File: src/rtl/lcd_pkg.sv
// Shared constants, types and colour mapping for the LCD timing generator.
package lcd_pkg;

    // Colour modes
    localparam int unsigned MODE_THRESH = 0;
    localparam int unsigned MODE_GREY   = 1;
    localparam int unsigned MODE_RGB332 = 2;

    // Default 800x480 panel timing
    localparam int unsigned DEF_H_ACTIVE  = 800;
    localparam int unsigned DEF_H_BP      = 182;
    localparam int unsigned DEF_H_FP      = 210;
    localparam int unsigned DEF_H_PULSE   = 1;
    localparam int unsigned DEF_V_ACTIVE  = 480;
    localparam int unsigned DEF_V_BP      = 0;
    localparam int unsigned DEF_V_FP      = 45;
    localparam int unsigned DEF_V_PULSE   = 5;
    localparam int unsigned DEF_FETCH_LAT = 2;

    // Width of the position counters and the x/y request ports
    localparam int unsigned CNT_W = 16;

    typedef enum logic {
        ST_IDLE = 1'b0,
        ST_RUN  = 1'b1
    } tgen_state_e;

    typedef struct packed {
        logic [4:0] r;
        logic [5:0] g;
        logic [4:0] b;
    } rgb_t;

    // Expand one 8-bit pixel into RGB565 according to the colour mode
    function automatic rgb_t map_colour(input logic [1:0] mode, input logic [7:0] d);
        rgb_t c;
        c = '0;
        case (mode)
            2'(MODE_THRESH): c = rgb_t'({16{d[7]}});
            2'(MODE_GREY): begin
                c.r = d[7:3];
                c.g = d[7:2];
                c.b = d[7:3];
            end
            2'(MODE_RGB332): begin
                c.r = {d[7:5], d[7:6]};
                c.g = {d[4:2], d[4:2]};
                c.b = {d[1:0], d[1:0], d[1]};
            end
            default: c = '0;
        endcase
        return c;
    endfunction

endpackage

File: src/rtl/lcd_delay_line.sv
// Fixed-depth shift register used to align control signals with fetched pixels.
module lcd_delay_line #(
    parameter int unsigned WIDTH = 1,
    parameter int unsigned DEPTH = 1
) (
    input  logic             clk_i,
    input  logic             rst_i,
    input  logic [WIDTH-1:0] din_i,
    output logic [WIDTH-1:0] dout_o
);

    if (DEPTH < 1 || WIDTH < 1) begin : g_param_check
        $fatal(1, "lcd_delay_line: WIDTH and DEPTH must be at least 1");
    end

    logic [WIDTH-1:0] stage_q [DEPTH];

    // Shift one stage per clock; reset empties the whole line
    always_ff @(posedge clk_i or posedge rst_i) begin
        if (rst_i) begin
            for (int i = 0; i < int'(DEPTH); i++) begin
                stage_q[i] <= '0;
            end
        end else begin
            stage_q[0] <= din_i;
            for (int i = 1; i < int'(DEPTH); i++) begin
                stage_q[i] <= stage_q[i-1];
            end
        end
    end

    assign dout_o = stage_q[DEPTH-1];

endmodule

File: src/rtl/lcd_timing_gen.sv
// LCD raster timing generator: pixel request stage, fetch-latency alignment
// of DE/HSYNC/VSYNC and registered colour expansion.
module lcd_timing_gen
    import lcd_pkg::*;
#(
    parameter int unsigned H_ACTIVE  = DEF_H_ACTIVE,
    parameter int unsigned H_BP      = DEF_H_BP,
    parameter int unsigned H_FP      = DEF_H_FP,
    parameter int unsigned H_PULSE   = DEF_H_PULSE,
    parameter int unsigned V_ACTIVE  = DEF_V_ACTIVE,
    parameter int unsigned V_BP      = DEF_V_BP,
    parameter int unsigned V_FP      = DEF_V_FP,
    parameter int unsigned V_PULSE   = DEF_V_PULSE,
    parameter int unsigned FETCH_LAT = DEF_FETCH_LAT,
    parameter int unsigned MODE      = MODE_THRESH,
    parameter int unsigned HS_POL    = 0,
    parameter int unsigned VS_POL    = 0
) (
    input  logic             CLK,
    input  logic             RST,
    input  logic             EN,
    input  logic [7:0]       data,
    output logic [CNT_W-1:0] x,
    output logic [CNT_W-1:0] y,
    output logic             valid,
    output logic             sof,
    output logic [7:0]       frame,
    output logic             LCD_DE,
    output logic             LCD_HSYNC,
    output logic             LCD_VSYNC,
    output logic [4:0]       LCD_R,
    output logic [5:0]       LCD_G,
    output logic [4:0]       LCD_B
);

    localparam int unsigned H_TOTAL = H_BP + H_ACTIVE + H_FP;
    localparam int unsigned V_TOTAL = V_BP + V_ACTIVE + V_FP;
    localparam logic        HS_ACT  = (HS_POL != 0);
    localparam logic        VS_ACT  = (VS_POL != 0);

    if (H_PULSE >= H_TOTAL || V_PULSE >= V_TOTAL || FETCH_LAT > 7) begin : g_param_check
        $fatal(1, "lcd_timing_gen: illegal timing parameters");
    end

    tgen_state_e      state_q, state_d;
    logic [CNT_W-1:0] hcnt_q, hcnt_d;
    logic [CNT_W-1:0] vcnt_q, vcnt_d;
    logic [7:0]       frame_q, frame_d;
    logic             sof_q, sof_d;
    logic             valid_q, valid_d;
    logic [CNT_W-1:0] x_q, x_d;
    logic [CNT_W-1:0] y_q, y_d;
    logic             hs_q, hs_d;
    logic             vs_q, vs_d;
    logic [CNT_W-1:0] hx, vy;
    logic             run_d;

    logic [2:0]       pipe_q;
    logic             cap_en;
    rgb_t             col_q, col_d;

    // Raster position, frame counter and run/idle decision at frame wrap
    always_comb begin
        state_d = state_q;
        hcnt_d  = hcnt_q;
        vcnt_d  = vcnt_q;
        frame_d = frame_q;
        sof_d   = 1'b0;
        case (state_q)
            ST_IDLE: begin
                if (EN) begin
                    state_d = ST_RUN;
                    hcnt_d  = '0;
                    vcnt_d  = '0;
                    sof_d   = 1'b1;
                end
            end
            ST_RUN: begin
                if (hcnt_q == CNT_W'(H_TOTAL - 1)) begin
                    hcnt_d = '0;
                    if (vcnt_q == CNT_W'(V_TOTAL - 1)) begin
                        vcnt_d  = '0;
                        frame_d = frame_q + 8'd1;
                        if (EN) begin
                            sof_d = 1'b1;
                        end else begin
                            state_d = ST_IDLE;
                        end
                    end else begin
                        vcnt_d = vcnt_q + CNT_W'(1);
                    end
                end else begin
                    hcnt_d = hcnt_q + CNT_W'(1);
                end
            end
            default: state_d = ST_IDLE;
        endcase
    end

    // Request-stage decode of the next position; offsets wrap when before the porch
    always_comb begin
        run_d   = (state_d == ST_RUN);
        hx      = hcnt_d - CNT_W'(H_BP);
        vy      = vcnt_d - CNT_W'(V_BP);
        valid_d = run_d && (hx < CNT_W'(H_ACTIVE)) && (vy < CNT_W'(V_ACTIVE));
        x_d     = valid_d ? hx : '0;
        y_d     = valid_d ? vy : '0;
        hs_d    = run_d && (hcnt_d < CNT_W'(H_PULSE));
        vs_d    = run_d && (vcnt_d < CNT_W'(V_PULSE));
    end

    // Timing FSM with registered request-stage outputs
    always_ff @(posedge CLK or posedge RST) begin
        if (RST) begin
            state_q <= ST_IDLE;
            hcnt_q  <= '0;
            vcnt_q  <= '0;
            frame_q <= '0;
            sof_q   <= 1'b0;
            valid_q <= 1'b0;
            x_q     <= '0;
            y_q     <= '0;
            hs_q    <= 1'b0;
            vs_q    <= 1'b0;
        end else begin
            state_q <= state_d;
            hcnt_q  <= hcnt_d;
            vcnt_q  <= vcnt_d;
            frame_q <= frame_d;
            sof_q   <= sof_d;
            valid_q <= valid_d;
            x_q     <= x_d;
            y_q     <= y_d;
            hs_q    <= hs_d;
            vs_q    <= vs_d;
        end
    end

    // DE/HS/VS follow the request stage by the fetch latency plus the colour register
    lcd_delay_line #(
        .WIDTH (3),
        .DEPTH (FETCH_LAT + 1)
    ) u_sync_dly (
        .clk_i  (CLK),
        .rst_i  (RST),
        .din_i  ({valid_q, hs_q, vs_q}),
        .dout_o (pipe_q)
    );

    // Capture strobe: a request's valid delayed to the clock its data arrives
    if (FETCH_LAT == 0) begin : g_cap_direct
        assign cap_en = valid_q;
    end else begin : g_cap_dly
        lcd_delay_line #(
            .WIDTH (1),
            .DEPTH (FETCH_LAT)
        ) u_cap_dly (
            .clk_i  (CLK),
            .rst_i  (RST),
            .din_i  (valid_q),
            .dout_o (cap_en)
        );
    end

    // Colour expansion, blanked outside the active window
    always_comb begin
        col_d = '0;
        if (cap_en) begin
            col_d = map_colour(2'(MODE), data);
        end
    end

    // Colour register, aligned with LCD_DE
    always_ff @(posedge CLK or posedge RST) begin
        if (RST) begin
            col_q <= '0;
        end else begin
            col_q <= col_d;
        end
    end

    assign valid     = valid_q;
    assign x         = x_q;
    assign y         = y_q;
    assign sof       = sof_q;
    assign frame     = frame_q;
    assign LCD_DE    = pipe_q[2];
    assign LCD_HSYNC = pipe_q[1] ? HS_ACT : ~HS_ACT;
    assign LCD_VSYNC = pipe_q[0] ? VS_ACT : ~VS_ACT;
    assign LCD_R     = col_q.r;
    assign LCD_G     = col_q.g;
    assign LCD_B     = col_q.b;

endmodule

File: config.mk
export PLATFORM = sky130hd
export DESIGN_NAME = lcd_timing_gen
export DESIGN_NICKNAME = d
export VERILOG_FILES = /design/src/rtl/lcd_pkg.sv /design/src/rtl/lcd_delay_line.sv /design/src/rtl/lcd_timing_gen.sv
export SDC_FILE = /design/constraint.sdc
export NUM_CORES = 1
export LEC_CHECK = 0
export CAP_MARGIN = 40
export CORE_MARGIN = 10
export CORE_UTILIZATION = 35
export DETAILED_ROUTE_END_ITERATION = 8
export GPL_ROUTABILITY_DRIVEN = 0
export HOLD_SLACK_MARGIN = 0.15
export PLACE_DENSITY = 0.6
export SYNTH_ARGS = -nofsm -noshare
export SYNTH_HDL_FRONTEND = slang
export SYNTH_SLANG_ARGS = --single-unit
File: constraint.sdc
create_clock -name CLK -period 6.1 [get_ports CLK]
set_input_delay 0.61 -clock CLK [delete_from_list [all_inputs] [get_ports CLK]]
set_output_delay 0.61 -clock CLK [all_outputs]
set_load 0.01 [all_outputs]
# After elaboration in Yosys (flattened, before gate mapping)
# Index checks and enable logic that the tools add are counted.
dict set report totals {
  romBits 0
  reg_bits 104
  ram_bits 0
  word_cells 53
  latch_bits 0
  n_memories 0
}
dict set report classes {
  addsub 4
  n_mul 0
  eq_ne 2
  n_bitwise 1
  n_reduce_logical 5
  muxes 19
  shifts 0
  div 0
  magnitude_cmp 4
}
# cell count
set ops {}
lappend ops {{$mux W16} 8}
lappend ops {{$pmux W16 S2} 2}
lappend ops {{$add A16 B1 Y16 const B} 2}
lappend ops {{$eq A16 B10 Y1 const B} 1}
lappend ops {{$eq A16 B11 Y1 const B} 1}
lappend ops {{$lt A16 B1 Y1 const B} 1}
lappend ops {{$lt A16 B10 Y1 const B} 1}
lappend ops {{$lt A16 B3 Y1 const B} 1}
lappend ops {{$lt A16 B9 Y1 const B} 1}
lappend ops {{$sub A16 B8 Y16 const B} 1}
lappend ops {{$add A8 B1 Y8 const B} 1}
lappend ops {{$mux W1} 7}
lappend ops {{$logic_and A1 B1 Y1} 4}
lappend ops {{$pmux W1 S2} 2}
lappend ops {{$reduce_and A3 Y1} 1}
lappend ops {{$not A1 Y1} 1}

# Logic depth before layout (Yosys ltp)
# Gate-level depths: netlist of the first run.
dict set report logic_depth {
  word_depth 8
  ltp_mapped 15
}

# Hierarchy
# A second synthesis of the first run with hierarchy kept.
dict set report hier_totals {
  cells_unflattened 474
  area_unflattened_um2 4723.3
}
# mod cells_each instances area_per_inst_um2 seq_area_each_um2
set modules_own_cells {}
lappend modules_own_cells {lcd_timing_gen 458 1 4418.0 1951.9}
lappend modules_own_cells {{lcd_delay_line at u_sync_dly} 13 1 251.5 225.2}
lappend modules_own_cells {{lcd_delay_line at g_cap_dly.u_cap_dly} 3 1 53.8 50.0}

# Worst setup path before layout of the first run
# Ideal clock, no wire load.
dict set report synth_timing {
  path_kind {register to register}
  start {reg hcnt_q[0]}
  end {reg x_q[7] (netlist: x[7])}
  arrival_ns 3.181
  stages_incl_launch_ff 16
  period_less_slack_ns 3.261
  setup_slack_ns 2.839
  n_path_buf 4
  cell_sequence {dfrtp_1 > ha_1 > buf_2 > and4b_1 > a41oi_1 > buf_2 > a22o_1 > ha_1 > or2_1 > a21oi_1 > o21ai_0 > xnor2_1 > a21o_1 > buf_6 > buf_12 > nor3_2}
}
dict set report synth_between {
  elab_chain_cells 8
  elab_cells_between_ends 15
  cone_classes {add/sub: 2; order compare: 2; eq/ne: 1; mux: 8; reduce/logical: 2}
}
# item line
set synth_rtl {}
lappend synth_rtl {{start, declared} lcd_timing_gen.sv:46} ;# logic [CNT_W-1:0] hcnt_q, hcnt_d;
lappend synth_rtl {{start signal, assigned} lcd_timing_gen.sv:127} ;# hcnt_q <= hcnt_d;
lappend synth_rtl {{$add A16 B1 Y16 or $eq A16 B11 Y1 (tied branches)} {lcd_timing_gen.sv:93, lcd_timing_gen.sv:79}}
lappend synth_rtl {{$mux W16 *} lcd_timing_gen.sv:79} ;# if (hcnt_q == CNT_W'(H_TOTAL - 1)) begin
lappend synth_rtl {{$pmux W16 S2 *} lcd_timing_gen.sv:69} ;# case (state_q)
lappend synth_rtl {{via hcnt_d[1]} lcd_timing_gen.sv:46}
lappend synth_rtl {{$sub A16 B8 Y16 *} lcd_timing_gen.sv:103} ;# hx = hcnt_d - CNT_W'(H_BP);
lappend synth_rtl {{$lt A16 B10 Y1} lcd_timing_gen.sv:105} ;# valid_d = run_d && (hx < CNT_W'(H_ACTIVE)) && (vy < CNT_W'(V_ACTIVE));
lappend synth_rtl {{$logic_and A1 B1 Y1 (2 in series)} lcd_timing_gen.sv:105}
lappend synth_rtl {{$mux W16 *} lcd_timing_gen.sv:106} ;# x_d = valid_d ? hx : '0;
lappend synth_rtl {{via x_d[7]} lcd_timing_gen.sv:51} ;# logic [CNT_W-1:0] x_q, x_d;
lappend synth_rtl {{end signal, assigned} lcd_timing_gen.sv:121} ;# x_q <= '0;
lappend synth_rtl {{end signal, assigned} lcd_timing_gen.sv:132} ;# x_q <= x_d;
lappend synth_rtl {{end, declared} lcd_timing_gen.sv:51}
# The timed path passes the listed nets; every way through them passes the cells marked *.
# A chain may end at the register's enable or synchronous reset.

# Final worst setup path of the first run
dict set report layout_timing {
  start {reg state_q}
  end {reg x_q[5] (netlist: x[5])}
}
dict set report layout_between {
  elab_chain_cells 7
  elab_cells_between_ends 10
  cone_classes {add/sub: 1; order compare: 2; mux: 4; bitwise: 1; reduce/logical: 2}
}
# item line
set layout_rtl {}
lappend layout_rtl {{start, declared} lcd_timing_gen.sv:45} ;# tgen_state_e state_q, state_d;
lappend layout_rtl {{start signal, assigned} lcd_timing_gen.sv:126} ;# state_q <= state_d;
lappend layout_rtl {{$not A1 Y1} -}
lappend layout_rtl {{$pmux W16 S2} lcd_timing_gen.sv:69}
lappend layout_rtl {{$sub A16 B8 Y16} lcd_timing_gen.sv:103}
lappend layout_rtl {{$lt A16 B10 Y1} lcd_timing_gen.sv:105}
lappend layout_rtl {{$logic_and A1 B1 Y1 (2 in series)} lcd_timing_gen.sv:105}
lappend layout_rtl {{$mux W16 *} lcd_timing_gen.sv:106}
lappend layout_rtl {{via x_d[5]} lcd_timing_gen.sv:51}
# Marks and branches as above.

==> summary.md, run 1 <==
| Metric | Value |
|---|---|
| Outcome | `completed` |
| Slowest stage cell on the critical path | `sky130_fd_sc_hd__dfrtp_1` |
| Via count of the first global-routing pass | `roughly 3600` |
| Number of antenna cells inserted | `0` |
| Origin of the critical flop-to-flop path | `state_q` |
| Vias per std cell | `around 5.4` |
| Hold slack | `around 0.35 ns` |
| Max-cap viol count | `0` |
| Initial antenna violation count | `0` |
| Number of buffers and inverters on the critical path | `3` |
| Crit-path cells | `clkinv_1, a41oi_1, buf_4, a21oi_1, a211oi_2, o21ai_0, a32oi_1, o21ai_0, a21o_1, buf_16, nor4bb_2` |
| # IOs | `approximately 70` |
| Fraction of final layout cells with drive strength greater than 1 | `between 9 and 10%` |
| Register Area | `0.00218 mm2` |
| Crit Path Category | `register to register` |
| Highest fanout seen on the critical path | `17` |
| Average routed wire per standard cell | `approximately 16 um` |
| Crit path required time | `~6.3 ns` |
| Count of hold-fix buffers inserted at cts | `0` |
| Post-CTS Setup Bufs | `0` |
| Number of enable flip-flop cells after synthesis | `0` |
| Y dimension of the die | `between 100 and 150 um` |
| Share of synthesized flip-flops with an asynchronous set or reset | `between 90% and 100%` |
| Top-area cell type share of the netlist area | `between 40 and 50%` |
| Syn Inst Count | `between 400 and 500` |
| Transition time at the pin with the least slew margin | `0.797 ns` |
| Highest clock frequency the design can meet | `between 200 and 250 MHz` |
| TritonCTS sink count | `87` |
| Clock latency at the later pin of the worst-skew pair | `about 0.34 ns` |
| R2R depth | `11` |
| Post-synthesis cell type count | `slightly above 70` |
| Final min period | `~4.0 ns` |
| Register area share after synthesis | `between 40% and 50%` |
| Startpoint kind of the worst setup timing path | `register` |
| Buffer levels on the longest clock path | `2` |
| Final setup viols | `0` |
| CP Capture Type | `register` |
| Max IR drop VDD | `~0.00016 V` |
| Area of the die | `0.0180 mm2` |
| Max H-tree Level | `3` |
| Total routing resource utilization after global routing | `around 12%` |
| Launching instance or port of the critical path | `state_q` |
| Initial core utilization | `a little over a third` |
| Capturing instance or port of the critical path | `x[5]` |
| Area of combinational cells with multiple inputs | `approximately 0.0021 mm2` |
| Number of nets in the layout | `around 530` |
| Worst stage delay on the critical path | `slightly above 0.7 ns` |
| Total negative slack for setup checks | `0 ns` |
| Final std cells w/o fill | `about 690` |
| Detailed Place HPWL | `about 8200 um` |
| RSZ-0062 raised after global routing | `no` |
| Worst Path Arrival | `4.28 ns` |
| Clock tree from TritonCTS | `done` |
| Register-to-register path setup slack | `2.05 ns` |
| TritonCTS buffer count | `9` |
| DP Cell Count | `slightly below 700` |
| Largest area contributor in the netlist | `sky130_fd_sc_hd__dfrtp_1` |
| Leading post-synthesis cells by cell area | `sky130_fd_sc_hd__dfrtp_1 (48%), sky130_fd_sc_hd__nand2_1 (3.4%), sky130_fd_sc_hd__o21ai_0 (2.7%)` |
| Hold Violations, Final | `0` |
| Core region area | `~0.013 mm2` |
| First-pass GRT wire length | `roughly 19000 um` |
| Clock skew after layout | `between 0.005 and 0.006 ns` |
| Startpoint of the lowest-slack hold path | `u_sync_dly.stage_q[3]` |
| Remaining antenna violation count | `0` |
| Logic depth of the worst path, buffers included | `11` |
| Family of cells with the greatest summed delay on the critical path | `compound AO/OA/AOI/OAI gates` |
| Post-Synthesis Cell Area | `0.00458 mm2` |
| Clk root buf | `sky130_fd_sc_hd__clkbuf_16` |
| Cell seen most often among critical-path stages | `sky130_fd_sc_hd__o21ai_0` |
| Length of the first detailed-routing pass in iterations | `5` |
| Horizontal die dimension | `about 130 um` |
| Number of placement rows | `between 40 and 50` |
| Fin. max-slew vios | `0` |
| Hold/Removal Path Class | `register to register` |
| Top flip-flop cell by instance count after synthesis | `sky130_fd_sc_hd__dfrtp_1` |
| Avg Cell Area, Syn | `between 9 and 10 um2` |
| Number of vias after detailed routing | `around 3700` |
| Cell leakage power | `approximately 2.3 nW` |
| Iteration-0 DRC count of the detailed router | `around 390` |
| Final core utilization | `43.8%` |
| Post-CTS sizing | `0` |
| Area grow syn2layout | `21.8%` |
| Final routed DRC violation total | `0` |
| Number of I/O port buffers | `64` |
| Clock transition time at the flip-flop clock pins of the worst setup and hold paths | `around 0.06 ns` |
| Number of flip-flops and latches in the synthesized netlist | `87` |
| Post-detailed-routing wire length | `11400 um` |
| Slew HR | `46.5%` |
| # fillers | `1286` |
| Overall overflow remaining after global route | `0` |
| R2R Path End | `x[5]` |
| Maximum number of pins on one net before global-route repair | `55` |
| Power density over cell area | `between 200 and 250 mW/mm2` |
| Share of the clock period used by the worst path after layout | `between 60 and 70%` |
| Yosys warnings | `0` |
[flip-flops by register name (all words and copies together) (netlist names), 3 cells and up]
| register | cells |
|---|---|
| x | 16 |
| u_sync_dly.stage_q | 4 |
| vcnt_q | 16 |
| u_sync_dly.dout_o | 3 |
| frame | 8 |
| hcnt_q | 16 |
| y | 16 |
[cell families (layout without fill, tap and decap cells)]
logic type	count (synthesis)	count (layout)	synth area share [%]
AO/OA/AOI/OAI	98	98	14.3
XOR/XNOR	17	17	3.25
adder cells (fa/ha/maj)	5	5	1.37
buffers and inverters	62	107	7.71
flip-flops	87	87	47.6
multiplexers	3	3	0.684
other	1	13	0.0820
AND/OR/NAND/NOR	191	191	25.0
[power by group]
part / leakage, nW / total (mW) / switching, mW / internal [mW]
clock network: 0.129 / 0.511 / 0.213 / 0.299
registers: 1.06 / 0.584 / 0.00151 / 0.582
logic: 1.13 / 0.0325 / 0.0196 / 0.0129
total: 2.31 / 1.13 / 0.234 / 0.894
[cell usage in the layout (no fill, tap or decap), types with 3 or more instances in the layout]
cell,count
sky130_fd_sc_hd__or4_1,5
sky130_fd_sc_hd__buf_4,4
sky130_fd_sc_hd__xor2_1,6
sky130_fd_sc_hd__and3_1,6
sky130_fd_sc_hd__xnor2_1,11
sky130_fd_sc_hd__a31oi_1,6
sky130_fd_sc_hd__or3_1,7
sky130_fd_sc_hd__ha_1,5
sky130_fd_sc_hd__and4_1,6
sky130_fd_sc_hd__nand3_1,22
sky130_fd_sc_hd__o21ai_0,25
sky130_fd_sc_hd__nand4_1,14
sky130_fd_sc_hd__clkdlybuf4s50_1,64
sky130_fd_sc_hd__nand2_1,42
sky130_fd_sc_hd__or2_2,4
sky130_fd_sc_hd__a21o_1,5
sky130_fd_sc_hd__a21oi_1,20
sky130_fd_sc_hd__conb_1,13
sky130_fd_sc_hd__dfrtp_1,87
sky130_fd_sc_hd__o211ai_1,6
sky130_fd_sc_hd__and2_1,6
sky130_fd_sc_hd__nor2_1,24
sky130_fd_sc_hd__inv_1,18
sky130_fd_sc_hd__clkbuf_1,3
sky130_fd_sc_hd__o21ai_1,3
sky130_fd_sc_hd__clkbuf_16,9
sky130_fd_sc_hd__nand4b_1,3
sky130_fd_sc_hd__nor3_2,9
sky130_fd_sc_hd__o31ai_1,3
sky130_fd_sc_hd__nand2b_1,4
sky130_fd_sc_hd__nor3b_1,8
sky130_fd_sc_hd__nor4_1,7
sky130_fd_sc_hd__nor3_1,11
[metrics by stage]
| step | setup WS (ns) | area, um2 | power (mW) |
|---|---|---|---|
| finish | 2.05 | 5580 | 1.13 |
| global route | 1.80 | 5580 | 1.17 |
| detailed placement | 2.12 | 5300 | 0.628 |
| floorplan | 2.84 | 4620 | 0.609 |
| CTS | 2.08 | 5580 | 1.15 |
| global placement | 2.00 | 5240 | 0.625 |
[routing by layer]
layer / GRT usage [%] / routed length [um] / vias to the layer above
met4: 4.47 / 136 / 0
met1: 16.3 / 5120 / 1810
met5: 0 / 0 / -
met3: 3.44 / 986 / 8
li1: - / - / 1758
met2: 19.3 / 5190 / 163
[worst min-delay path by stage]
stage / endpoint / depth (start not counted)
after floorplan: g_cap_dly.u_cap_dly.dout_o / 0
after global placement: u_sync_dly.dout_o[1] / 0
after detailed placement: u_sync_dly.dout_o[0] / 0
after CTS: u_sync_dly.dout_o[0] / 0
after global routing: u_sync_dly.dout_o[0] / 0
final: u_sync_dly.dout_o[0] / 0
[cell usage after synthesis (all sizes together), types with 4 or more instances]
master,count
dfrtp,87
nand2,42
buf,32
o21ai,30
nor2,24
nand3,23
a21oi,22
nor3,21
inv,20
nand4,14
xnor2,11
clkbuf,9
nor3b,8
nor4,7
or3,7
a31oi,6
and2,6
and3,6
and4,6
o211ai,6
or2,6
or4,6
xor2,6
a21o,5
ha,5
nand2b,4
nor4b,4
[layout make-up]
type | count | share of cell area [%]
Timing Repair Buffer | 70 | 13.0
Inverter | 21 | 1.44
Clock inverter | 2 | 0.269
Tap cell | 172 | 3.86
Clock buffer | 14 | 4.74
Multi-Input combinational cell | 327 | 37.6
Sequential cell | 87 | 39.0
(Power assumes the default switching activity.)
==> inputs of run 2 (changes only) <==
--- a/config.mk
+++ b/config.mk
@@ -11,7 +11,7 @@
 export DETAILED_ROUTE_END_ITERATION = 8
 export GPL_ROUTABILITY_DRIVEN = 0
 export HOLD_SLACK_MARGIN = 0.15
-export PLACE_DENSITY = 0.6
+export PLACE_DENSITY = 0.62
 export SYNTH_ARGS = -nofsm -noshare
 export SYNTH_HDL_FRONTEND = slang
 export SYNTH_SLANG_ARGS = --single-unit
==> constraint.sdc (replaced) <==
create_clock -name CLK -period 3.3 [get_ports CLK]
set_input_delay 0.33 -clock CLK [delete_from_list [all_inputs] [get_ports CLK]]
set_output_delay 0.33 -clock CLK [all_outputs]
set_load 0.01 [all_outputs]
==> run 2 against run 1 <==
Effect of this change: register-to-register slack lost 1.9 ns; critical path depth is 1 higher; global-route usage rose by 0.77 points; clock skew grew 0.0068 ns; final cell count increased by 8.4%; hold slack got worse by 0.0033 ns.
==> summary.md, run 2 (synthesis results as in run 1) <==
| Metric | Value |
|---|---|
| Outcome | `completed (unchanged)` |
| Initial antenna violation count | `0 (unchanged)` |
| Final setup viols | `0 (unchanged)` |
| Fraction of final layout cells with drive strength greater than 1 | `19.3% (was 9.21%)` |
| Worst Path Arrival | `3.43 ns (was 4.28 ns)` |
| Average routed wire per standard cell | `15.9 um (was 16.5 um)` |
| # IOs | `72 (unchanged)` |
| Share of total power consumed by net switching | `20.8% (was 20.7%)` |
| Y dimension of the die | `134 um (unchanged)` |
| Crit path required time | `3.55 ns (was 6.34 ns)` |
| TritonCTS sink count | `87 (unchanged)` |
| TritonCTS buffer count | `9 (unchanged)` |
| Cell seen most often among critical-path stages | `sky130_fd_sc_hd__buf_4 (was sky130_fd_sc_hd__o21ai_0)` |
| Detailed Place HPWL | `8910 um (was 8160 um)` |
| Clock tree from TritonCTS | `done (unchanged)` |
| Iteration-0 DRC count of the detailed router | `301 (was 385)` |
| Final routed DRC violation total | `0 (unchanged)` |
| Highest fanout seen on the critical path | `13 (was 17)` |
| Register-to-register path setup slack | `0.13 ns (was 2.05 ns)` |
| Total routing resource utilization after global routing | `13.2% (was 12.5%)` |
| Power density over cell area | `344 mW/mm2 (was 202 mW/mm2)` |
| Remaining antenna violation count | `0 (unchanged)` |
| Flop pwr share | `51.8% (about the same)` |
| Overall overflow remaining after global route | `0 (unchanged)` |
| Number of buffers and inverters on the critical path | `3 (unchanged)` |
| Max H-tree Level | `3 (unchanged)` |
| Cell leakage power | `2.60 nW (was 2.31 nW)` |
| Horizontal die dimension | `134 um (unchanged)` |
| Highest clock frequency the design can meet | `315 MHz (was 247 MHz)` |
| Crit Path Category | `register to register (unchanged)` |
| Hold path depth | `0 (unchanged)` |
| First-pass GRT wire length | `19600 um (was 18600 um)` |
| Endpoint with the worst hold slack | `u_sync_dly.stage_q[3] (was u_sync_dly.dout_o[0])` |
| Clock latency at the later pin of the worst-skew pair | `0.35 ns (was 0.34 ns)` |
| Length of the first detailed-routing pass in iterations | `5 (unchanged)` |
| Number of placement rows | `41 (unchanged)` |
| Family of cells with the greatest summed delay on the critical path | `simple AND/OR/NAND/NOR gates (was compound AO/OA/AOI/OAI gates)` |
| Internal cell power | `1.65 mW (was 0.894 mW)` |
| DP Worst Slack | `0.00370 ns (was 2.12 ns)` |
| Worst stage delay on the critical path | `0.46 ns (was 0.71 ns)` |
| CP Capture Type | `register (unchanged)` |
| Clk root buf | `sky130_fd_sc_hd__clkbuf_16 (unchanged)` |
| Via count of the first global-routing pass | `3799 (was 3578)` |
| Hold/Removal Path Class | `register to register (unchanged)` |
| Fin. max-slew vios | `0 (unchanged)` |
| Final worst setup slack | `0.128 ns (was 2.05 ns)` |
| Number of nets in the layout | `590 (was 532)` |
| Core region area | `0.0127 mm2 (unchanged)` |
| Slew HR | `48.9% (was 46.5%)` |
| Final core utilization | `47.6% (was 43.8%)` |
| Transition time at the pin with the least slew margin | `0.762 ns (was 0.797 ns)` |
| Buffer levels on the longest clock path | `2 (unchanged)` |
| R2R depth | `12 (was 11)` |
| Slowest stage cell on the critical path | `sky130_fd_sc_hd__or4_4 (was sky130_fd_sc_hd__dfrtp_1)` |
| Clock skew after layout | `0.0123 ns (was 0.00552 ns)` |
| Max IR drop VDD | `0.000214 V (was 0.000157 V)` |
| Number of vias after detailed routing | `3907 (was 3739)` |
| Maximum number of pins on one net before global-route repair | `88 (was 55)` |
| # fillers | `1209 (was 1286)` |
| Share of the clock period used by the worst path after layout | `96.1% (was 66.4%)` |
| Hold Violations, Final | `0 (unchanged)` |
| Area grow syn2layout | `32.3% (was 21.8%)` |
| Final min period | `3.17 ns (was 4.05 ns)` |
| Number of I/O port buffers | `64 (unchanged)` |
| Clock transition time at the flip-flop clock pins of the worst setup and hold paths | `0.07 ns (was 0.06 ns)` |
| Commonest cells after routing, fill and taps aside | `sky130_fd_sc_hd__dfrtp_1 (86), sky130_fd_sc_hd__clkdlybuf4s50_1 (64), sky130_fd_sc_hd__buf_4 (61), sky130_fd_sc_hd__nand2_1 (42) (was sky130_fd_sc_hd__dfrtp_1 (87), sky130_fd_sc_hd__clkdlybuf4s50_1 (64), sky130_fd_sc_hd__nand2_1 (42), sky130_fd_sc_hd__o21ai_0 (25), sky130_fd_sc_hd__nor2_1 (24))` |
| Initial core utilization | `36.0% (unchanged)` |
| Count of hold-fix buffers inserted at cts | `0 (unchanged)` |
| Most common cell after layout, fill and taps aside | `sky130_fd_sc_hd__dfrtp_1 (unchanged)` |
| Number of antenna cells inserted | `0 (unchanged)` |
| Origin of the critical flop-to-flop path | `hcnt_q[4] (was state_q)` |
| Post-detailed-routing wire length | `12000 um (was 11400 um)` |
| Max-cap viol count | `0 (unchanged)` |
| Combinational share of power | `2.8% (was 2.9%)` |
| Area of the die | `0.0180 mm2 (unchanged)` |
| Startpoint of the lowest-slack hold path | `u_sync_dly.stage_q[6] (was u_sync_dly.stage_q[3])` |
| Crit-path cells | `nor4b_4, buf_4, buf_4, nand2_1, or4_4, a21oi_2, o21ai_2, and2_1, a311o_1, a21o_1, buf_12, nor4bb_2 (was clkinv_1, a41oi_1, buf_4, a21oi_1, a211oi_2, o21ai_0, a32oi_1, o21ai_0, a21o_1, buf_16, nor4bb_2)` |
| Vias per std cell | `5.20 (was 5.40)` |
| Proportion of power drawn by the clock network | `45.4% (was 45.3%)` |
| Switch Pwr | `0.434 mW (was 0.234 mW)` |
| R2R Path End | `x[5] (unchanged)` |
| Startpoint kind of the worst setup timing path | `register (unchanged)` |
==> run 2: area by class of cell <==
class                           instances  area [um2]  share of cell area (%)
Clock inverter                          2        15.0                   0.248
Sequential cell                        87        2180                    36.0
Inverter                               21        80.1                    1.32
Timing Repair Buffer                  128        1160                    19.1
Tap cell                              172         215                    3.56
Multi-Input combinational cell        327        2140                    35.4
Clock buffer                           14         264                    4.36
==> run 2: worst max-delay path by stage <==
stage	endpoint	start	cells after the start	slack [ns]
floorplan	x[7]	hcnt_q[0]	15	0.04
detailed placement	x[5]	vcnt_q[0]	13	0.004
finish	x[5]	hcnt_q[4]	12	0.13
global placement	x[5]	vcnt_q[0]	13	0.04
CTS	x[5]	hcnt_q[13]	12	0.05
global route	y[7]	vcnt_q[0]	12	-0.02
==> run 2: power by group through the flow <==
stage	Clock (mW)	Sequential, mW	Combinational [mW]
after floorplan	0	1.10	0.0227
after global placement	0	1.10	0.0588
after detailed placement	0	1.10	0.0603
after CTS	0.976	1.08	0.0601
after global routing	1.01	1.08	0.0657
final	0.947	1.08	0.0580
==> run 2: worst reg2reg max path, stage by stage (launching register included) <==
cell,delay (ns)
sky130_fd_sc_hd__dfrtp_1,0.41
sky130_fd_sc_hd__nor4b_4,0.37
sky130_fd_sc_hd__buf_4,0.20
sky130_fd_sc_hd__buf_4,0.11
sky130_fd_sc_hd__nand2_1,0.12
sky130_fd_sc_hd__or4_4,0.46
sky130_fd_sc_hd__a21oi_2,0.17
sky130_fd_sc_hd__o21ai_2,0.09
sky130_fd_sc_hd__and2_1,0.16
sky130_fd_sc_hd__a311o_1,0.38
sky130_fd_sc_hd__a21o_1,0.21
sky130_fd_sc_hd__buf_12,0.16
sky130_fd_sc_hd__nor4bb_2,0.25
==> run 2: layer usage <==
layer	global-route usage [%]	vias up	share of wire [%]
li1	-	1863	-
met1	17.0	1869	46
met2	19.9	146	45
met3	3.14	29	6.8
met4	7.80	0	3.1
met5	0	-	0
==> run 2: timing repair <==
item / 4_1_cts / 5_1_grt
pin swaps: 0 / 2
setup endpoints to repair: 1 / 15
resized for setup: 1 / 8
buffers inserted: 0 / 3
==> run 2: metrics by stage <==
stage	total power, mW	TNS, ns	hold WS [ns]	instance area, um2	instances
2_1_floorplan	1.13	0	0.331	4620	476
3_3_place_gp	1.16	0	0.332	5710	732
3_5_place_dp	1.16	0	0.335	5710	732
4_1_cts	2.11	0	0.348	5990	748
5_1_grt	2.16	-0.0776	0.358	6050	751
6_report	2.08	0	0.347	6050	751
